===== src/rtl/dma_region_guard.sv =====
// dma_region_guard: registered DMA/IRQ execution monitor over NREG code
// regions; holds the core in reset for at least KILL_CYCLES after a violation.
//
// Ports:
//   clk, rst (async, active-high)
//   pc           current program counter
//   dma_en       per-channel DMA access strobes (NCH)
//   dma_addr     packed per-channel DMA addresses (16*NCH)
//   irq          interrupt taken by the core
//   clr_cause    clears viol_cause/viol_region (honoured only in RUN)
//   reset        kill/reset to the core, high while in KILL
//   viol_cause   sticky {edge, irq, dma-into-region, dma-during-exec}
//   viol_region  sticky per-region hit bits
//
// Optional feature: define DMA_REGION_GUARD_IRQ_EN to enable the irq term.
module dma_region_guard #(
  parameter int                NREG          = 2,
  parameter int                NCH           = 2,
  parameter logic [16*NREG-1:0] REGION_BASE  = {16'hA000, 16'hE000},
  parameter logic [16*NREG-1:0] REGION_SIZE  = {16'h4000, 16'h1000},
  parameter logic [15:0]       RESET_HANDLER = 16'h0000,
  parameter int                KILL_CYCLES   = 4
) (
  input  logic              clk,
  input  logic              rst,
  input  logic [15:0]       pc,
  input  logic [NCH-1:0]    dma_en,
  input  logic [16*NCH-1:0] dma_addr,
  input  logic              irq,
  input  logic              clr_cause,
  output logic              reset,
  output logic [3:0]        viol_cause,
  output logic [NREG-1:0]   viol_region
);

  typedef enum logic {
    RUN  = 1'b0,
    KILL = 1'b1
  } state_t;

  localparam logic [7:0] KILL_LOAD = 8'(KILL_CYCLES - 1);

  state_t         state_q, state_d;
  logic [7:0]     cnt_q, cnt_d;
  logic [15:0]    prev_pc;
  logic [NREG-1:0] in_pc, in_prev;
  logic [NREG-1:0] exec_hit, dma_hit, irq_hit, edge_hit;
  logic [3:0]     cause_new;
  logic [NREG-1:0] region_new;
  logic           viol;

  function automatic logic [15:0] base_of(input int r);
    return REGION_BASE[16*r +: 16];
  endfunction

  function automatic logic [15:0] last_of(input int r);
    return REGION_BASE[16*r +: 16] + REGION_SIZE[16*r +: 16] - 16'd2;
  endfunction

  function automatic logic in_rgn(input int r, input logic [15:0] a);
    return (a >= base_of(r)) && (a <= last_of(r));
  endfunction

`ifndef DMA_REGION_GUARD_IRQ_EN
  logic unused_irq;
  assign unused_irq = irq;
`endif

  always_comb begin
    for (int r = 0; r < NREG; r++) begin
      in_pc[r]    = in_rgn(r, pc);
      in_prev[r]  = in_rgn(r, prev_pc);
      exec_hit[r] = in_pc[r] & (|dma_en);
      dma_hit[r]  = 1'b0;
      for (int c = 0; c < NCH; c++) begin
        if (dma_en[c] && in_rgn(r, dma_addr[16*c +: 16]))
          dma_hit[r] = 1'b1;
      end
`ifdef DMA_REGION_GUARD_IRQ_EN
      irq_hit[r]  = in_pc[r] & irq;
`else
      irq_hit[r]  = 1'b0;
`endif
      // Entry must land on the first word, exit must leave from the last.
      edge_hit[r] = (!in_prev[r] && in_pc[r] && pc != base_of(r)) ||
                    (in_prev[r] && !in_pc[r] && prev_pc != last_of(r));
    end
    cause_new  = {|edge_hit, |irq_hit, |dma_hit, |exec_hit};
    region_new = exec_hit | dma_hit | irq_hit | edge_hit;
    viol       = |cause_new;
  end

  always_comb begin
    state_d = state_q;
    cnt_d   = cnt_q;
    unique case (state_q)
      RUN: begin
        if (viol) begin
          state_d = KILL;
          cnt_d   = KILL_LOAD;
        end
      end
      KILL: begin
        // A fresh violation beats release and restarts the hold time.
        if (viol) begin
          cnt_d = KILL_LOAD;
        end else if (cnt_q == 8'd0 && pc == RESET_HANDLER) begin
          state_d = RUN;
        end else if (cnt_q != 8'd0) begin
          cnt_d = cnt_q - 8'd1;
        end
      end
      default: begin
        state_d = KILL;
        cnt_d   = KILL_LOAD;
      end
    endcase
  end

  always_ff @(posedge clk or posedge rst) begin
    if (rst) begin
      state_q <= KILL;
      cnt_q   <= KILL_LOAD;
      prev_pc <= RESET_HANDLER;
    end else begin
      state_q <= state_d;
      cnt_q   <= cnt_d;
      prev_pc <= pc;
    end
  end

  // New violation bits are ORed in after a clear, so they win over it.
  always_ff @(posedge clk or posedge rst) begin
    if (rst) begin
      viol_cause  <= '0;
      viol_region <= '0;
    end else if (state_q == RUN && clr_cause) begin
      viol_cause  <= cause_new;
      viol_region <= region_new;
    end else begin
      viol_cause  <= viol_cause | cause_new;
      viol_region <= viol_region | region_new;
    end
  end

  assign reset = (state_q == KILL);

endmodule


===== config.mk =====
export PLATFORM = sky130hd
export DESIGN_NAME = dma_region_guard
export DESIGN_NICKNAME = d
export VERILOG_FILES = /design/src/rtl/dma_region_guard.sv
export SDC_FILE = /design/constraint.sdc
export NUM_CORES = 1
export LEC_CHECK = 0
export CAP_MARGIN = 20
export CORE_MARGIN = 3
export CORE_UTILIZATION = 42
export DETAILED_ROUTE_END_ITERATION = 7
export HOLD_SLACK_MARGIN = 0.1
export PLACE_DENSITY = 0.79
export RECOVER_POWER = 50
export SYNTH_ARGS = -nofsm -noshare
export SYNTH_HDL_FRONTEND = slang
export SYNTH_SLANG_ARGS = --single-unit

===== constraint.sdc =====
create_clock -name clk -period 2.6 [get_ports clk]
set_input_delay 0.65 -clock clk [delete_from_list [all_inputs] [get_ports clk]]
set_output_delay 0.65 -clock clk [all_outputs]
set_load 0.01 [all_outputs]

---- Word-level counts from Yosys, hierarchy flattened ----
Cells that the tools add are included.
word-level totals
  bits in latches ......................... 0
  memory bits (writable) .................. 0
  input port bits ......................... 54
  memories ................................ 0
  ROM bits ................................ 0
  register bits ........................... 31
  output and inout port bits .............. 7
cells by class
  equality and inequality tests ........... 7
  $add $sub $neg .......................... 1
  reduce and logical (&&, ||, !) cells .... 37
  div/mod/pow operators ................... 0
  mux-type cells .......................... 15
  bitwise gates (word level) .............. 7
  order comparisons ....................... 16
  shift operators ......................... 0
  multiply operators ...................... 0
operators by type and width
  operator                                                            count
  16-bit >= comparator, second input constant                         8
  16-bit less-or-equal comparator, second input constant              8
  16-bit != test, second input constant                               4
  8-bit two-way mux                                                   4
  1-bit logical AND                                                   22
  16-bit zero test                                                    1
  8-bit one-hot mux with 2 select lines                               1
  8-bit zero test                                                     1
  8-bit nonzero test                                                  1
  2-bit OR reduction                                                  4
  8-bit by 1-bit subtractor with 8-bit output, second input constant  1
  1-bit two-way mux                                                   7
  2-bit bitwise OR                                                    3
  6-bit OR reduction                                                  1
  1-bit zero test                                                     4
  4-bit two-way mux                                                   1
  4-bit bitwise OR                                                    1
  3-bit by 1-bit != test with 1-bit output, second input constant     1
  3-bit != test, second input constant                                1
  3-bit AND reduction                                                 1
  1-bit AND                                                           2
  1-bit logical OR                                                    2
  2-bit two-way mux                                                   1
  2-bit != test, second input constant                                1
  other kinds (2)                                                     2

---- Depth between registers and ports, before layout ----
  depth in word-level cells ............... 9
  depth in mapped cells ................... 8

---- Least setup slack after synthesis ----
Ideal clock, no wire load.
  kind .................................... input to register
  start ................................... in dma_addr[27]
  end ..................................... reg cnt_q[6]
  required time ........................... 2,522 ps
  arrival time ............................ 1,942 ps
  setup slack ............................. 581 ps
  stages .................................. 6
  path through ............................ nand4_1 -> nor4_1 -> o22ai_1 -> or2_2 -> nor4_4 -> a21boi_1
between the ends
  cells in the longest elaborated chain, start to end .. 7
  elaborated cells on any way between the ends .. 17
  those cells by class .................... order compare (4); eq/ne (3); mux (4); reduce/logical (6)
ends and longest elaborated chain
  what                                                                                    line  source
  from (decl)                                                                             28    input logic [16*NCH-1:0] dma_addr,
  16-bit >= comparator or 16-bit less-or-equal comparator (tied branches)                 61    return (a >= base_of(r)) && (a <= last_of(r));
  1-bit logical AND                                                                       61
  1-bit logical AND                                                                       76    if (dma_en[c] && in_rgn(r, dma_addr[16*c +: 16]))
  1-bit two-way mux                                                                       76
  6-bit OR reduction (*)                                                                  90    viol = |cause_new;
  3-bit by 1-bit != test with 1-bit output (no line) (tied with other cells)              -
  3-bit AND reduction (no line) or 8-bit one-hot mux with 2 select lines (tied branches)  -
  to (signal assigned)                                                                    127   cnt_q <= cnt_d;
  to (decl)                                                                               44    logic [7:0] cnt_q, cnt_d;
Every way passes the cells marked *; elsewhere a longest branch is shown, timed or not.
A chain may end at the register's enable or synchronous reset.

---- Worst setup path after layout ----
  start ................................... in pc[11]
  end ..................................... reg cnt_q[6]
between the ends
  cells in the longest elaborated chain, start to end .. 9
  elaborated cells on any way between the ends .. 31
  those cells by class .................... order compare (4); eq/ne (5); mux (2); bitwise (2); reduce/logical (18)
ends and longest elaborated chain
  what                                                                                    line  source
  from (decl)                                                                             26    input logic [15:0] pc,
  16-bit >= comparator or 16-bit less-or-equal comparator (tied branches)                 61
  1-bit logical AND                                                                       61
  1-bit zero test                                                                         86    (in_prev[r] && !in_pc[r] && prev_pc != last_of(r));
  1-bit logical AND (2 in series)                                                         86
  1-bit logical OR                                                                        85    edge_hit[r] = (!in_prev[r] && in_pc[r] && pc != base_of(r)) ||
  6-bit OR reduction                                                                      90
  3-bit by 1-bit != test with 1-bit output (no line) (tied with other cells)              -
  3-bit AND reduction (no line) or 8-bit one-hot mux with 2 select lines (tied branches)  -
Parallel ways exist; a longest one is shown, timed or not.

==> impl_metrics.json <==
{
  "cp-startpoint": "pc[11]",
  "fillers": 265,
  "required_ns": 2.84,
  "cts_resized": 0,
  "vias_per_cell": 5.19,
  "post_cts_buffers": 0,
  "endpoint": "cnt_q[6]$_DFFE_PP0P_",
  "drc": 0,
  "portBuffers": 58,
  "dr.pass1.iters": 4,
  "max_freq_mhz": 405,
  "cts.sinks": 30,
  "synth_edf_count": 0,
  "dieArea_um2": 4310,
  "synth_area_um2": 1490,
  "die_w_um": 65.6,
  "initial_utilization_pct": 44.1,
  "cp_num_cells": 9,
  "power_density_nw_per_um2": 460,
  "grt_max_degree": 31,
  "ys_async_sr_fraction_pct": 100,
  "area_growth_pct": 55.7,
  "num_io_pins": 61,
  "setup.worst_path.end_class": "flop",
  "crit_arrival_ns": 2.71,
  "postSynthCellCount": 141,
  "peakVddDrop_uv": 410,
  "maxCapViolations": 1,
  "post-route-min-period_ns": 2.47,
  "clkTransAtPathRegs_ns": 0.09,
  "yosysSeqAreaShare_pct": 50.5,
  "antenna_found_initial": 0,
  "root_buffer": "clkbuf_4",
  "ant_nets": 0,
  "path_delay_family": "buffers and inverters",
  "drv_slew": 31,
  "wire_per_inst_um": 15.1,
  "rrSetupSlack_ns": 0.59,
  "final.setup.tns_ns": 0,
  "register_area_um2": 754,
  "worst_pin_slew_ns": 1.54,
  "clock_latency_ns": 0.32,
  "htree_levels": 2,
  "cpPeakStageDelay_ns": 0.52,
  "grt_pass1_vias": 1474,
  "vias": 1397,
  "ctsLongestPathBuffers": 2,
  "syn_avg_cell_area_um2": 10.6,
  "drive_above_1_share_pct": 16.6,
  "setup_viol": 0,
  "yosys_warnings": 0,
  "finalPower_mw": 1.07,
  "antenna_cells": 0,
  "rr_worst_depth": 6,
  "grt_pass1_wl_um": 6610,
  "stdcell_count": 269,
  "coreArea_um2": 3390,
  "place_area_um2": 2250,
  "r2r-end": "cnt_q[4]$_DFFE_PP0P_",
  "netlist.area_leader.share_pct": 45.2,
  "worstPathMaxFanout": 9,
  "hold_buffers": 0,
  "grt_use_total_pct": 20.1,
  "multi_input_area_um2": 721,
  "gp_congestion": 0.790,
  "fin_area_um2": 2330,
  "wirelength_um": 4060,
  "max_slew_margin_pct": -2.97,
  "cts_buffers": 5,
  "nets": 278,
  "worst-setup-path-type": "primary input to flop",
  "place_ws_ns": -0.178,
  "ys_ff_latch": 30,
  "cp_common_cell": "buf_4",
  "dpl.cell_count": 261,
  "cts_tree": "built",
  "hold_violations": 0,
  "violations": "max-capacitance violations, max-slew violations",
  "p_leak_nw": 0.954,
  "synth_area_leaders": "dfrtp_1 45%, nand4_1 5.9%, dfstp_2 5.3%, xor2_1 3.5%, nand2_1 3.3%",
  "worst_path_max_delay_cell": "clkdlybuf4s50_1",
  "ys.flop_type": "dfrtp_1",
  "ys_types": 43,
  "finalCritPeriodShare_pct": 95.0,
  "whs_ns": 0.494,
  "drt-initial-drc-count": 50,
  "fin_ws_ns": 0.129,
  "path_buf_inv": 3,
  "fp.dieH_um": 65.6,
  "path_cells": "clkdlybuf4s50_1 > nand4_1 > o31a_1 > nand2_1 > o32ai_1 > buf_4 > nor4_4 > buf_4 > a21boi_1",
  "reg2reg_from": "cnt_q[2]$_DFFE_PP0P_",
  "final_common_cell": "clkdlybuf4s50_1",
  "synth_top_cell_by_area": "dfrtp_1",
  "grt-ovfl-total": 0,
  "rsz0062_at_grt": "false",
  "startpoint_type": "primary input",
  "final_cell_mix": "54 x clkdlybuf4s50_1, 27 x dfrtp_1, 16 x buf_4",
  "hold_class": "flop to flop",
  "synth_nets": 197,
  "outcome": "complete, but fails checks",
  "final_core_util_pct": 68.6,
  "rows": 21,
  "place_hpwl_um": 3270,
  "fin_skew_ns": 0.00936
}
## worst register-to-register path, delay by kind of cell (launching register included)
kind	cells	cell delay, ns
flip-flops	1	0.44
XOR/XNOR	1	0.14
AND/OR/NAND/NOR	5	1.33
## registers in the layout, summed over array words and instances (netlist names)
| name | flops |
|---|---|
| cnt_q | 8 |
| reset | 1 |
| prev_pc | 16 |
| viol_region | 2 |
| viol_cause | 3 |
## cells in the mapped netlist (all sizes together), types with 4 or more instances
library cell  number
and2               5
dfrtp             27
nand2             13
nand3              9
nand4             14
nor3               5
nor4               9
o21ai              4
xor2               6
## layout make-up
type                    instances  share of cell area (%)
multi-input cells             107                    31.0
well taps                      46                    2.47
flip-flops and latches         30                    32.4
clock inverters                 3                    1.72
clock buffers                   5                    1.61
inverters                       3                   0.484
repair buffers                 75                    30.3
## worst min-delay path by stage
stage	from	end	slack [ns]	cells past startpoint
after CTS	viol_cause[0]$_DFF_PP0_	viol_cause[0]$_DFF_PP0_	0.50	1
after floorplan	cnt_q[1]$_DFFE_PP1P_	cnt_q[1]$_DFFE_PP1P_	0.48	2
final	viol_cause[0]$_DFF_PP0_	viol_cause[0]$_DFF_PP0_	0.49	1
after global routing	viol_cause[0]$_DFF_PP0_	viol_cause[0]$_DFF_PP0_	0.52	1
after global placement	viol_cause[1]$_DFF_PP0_	viol_cause[1]$_DFF_PP0_	0.46	1
after detailed placement	viol_cause[0]$_DFF_PP0_	viol_cause[0]$_DFF_PP0_	0.47	1
## metal layers
metal,vias up,global-route usage [%],wire (µm)
met5,-,0,0
met1,669,25.5,1780
met2,27,34.2,2100
li1,696,-,-
met3,5,5.13,146
met4,0,4.92,34
## logic make-up after synthesis
logic type      after synthesis  synth area share (%)
simple gates                 77                  32.7
other cells                   1                 0.251
compound gates               19                  8.96
flops                        30                  50.5
buf+inv                       4                  1.26
fa+ha+maj                     2                  1.67
xor+xnor                      8                  4.69
## report_power, final
| group | internal, mW | switching, mW |
|---|---|---|
| Combinational | 0.124 | 0.0883 |
| Sequential | 0.491 | 0.0100 |
| Clock | 0.199 | 0.157 |
| Total | 0.814 | 0.256 |
(Power assumes the default switching activity.)
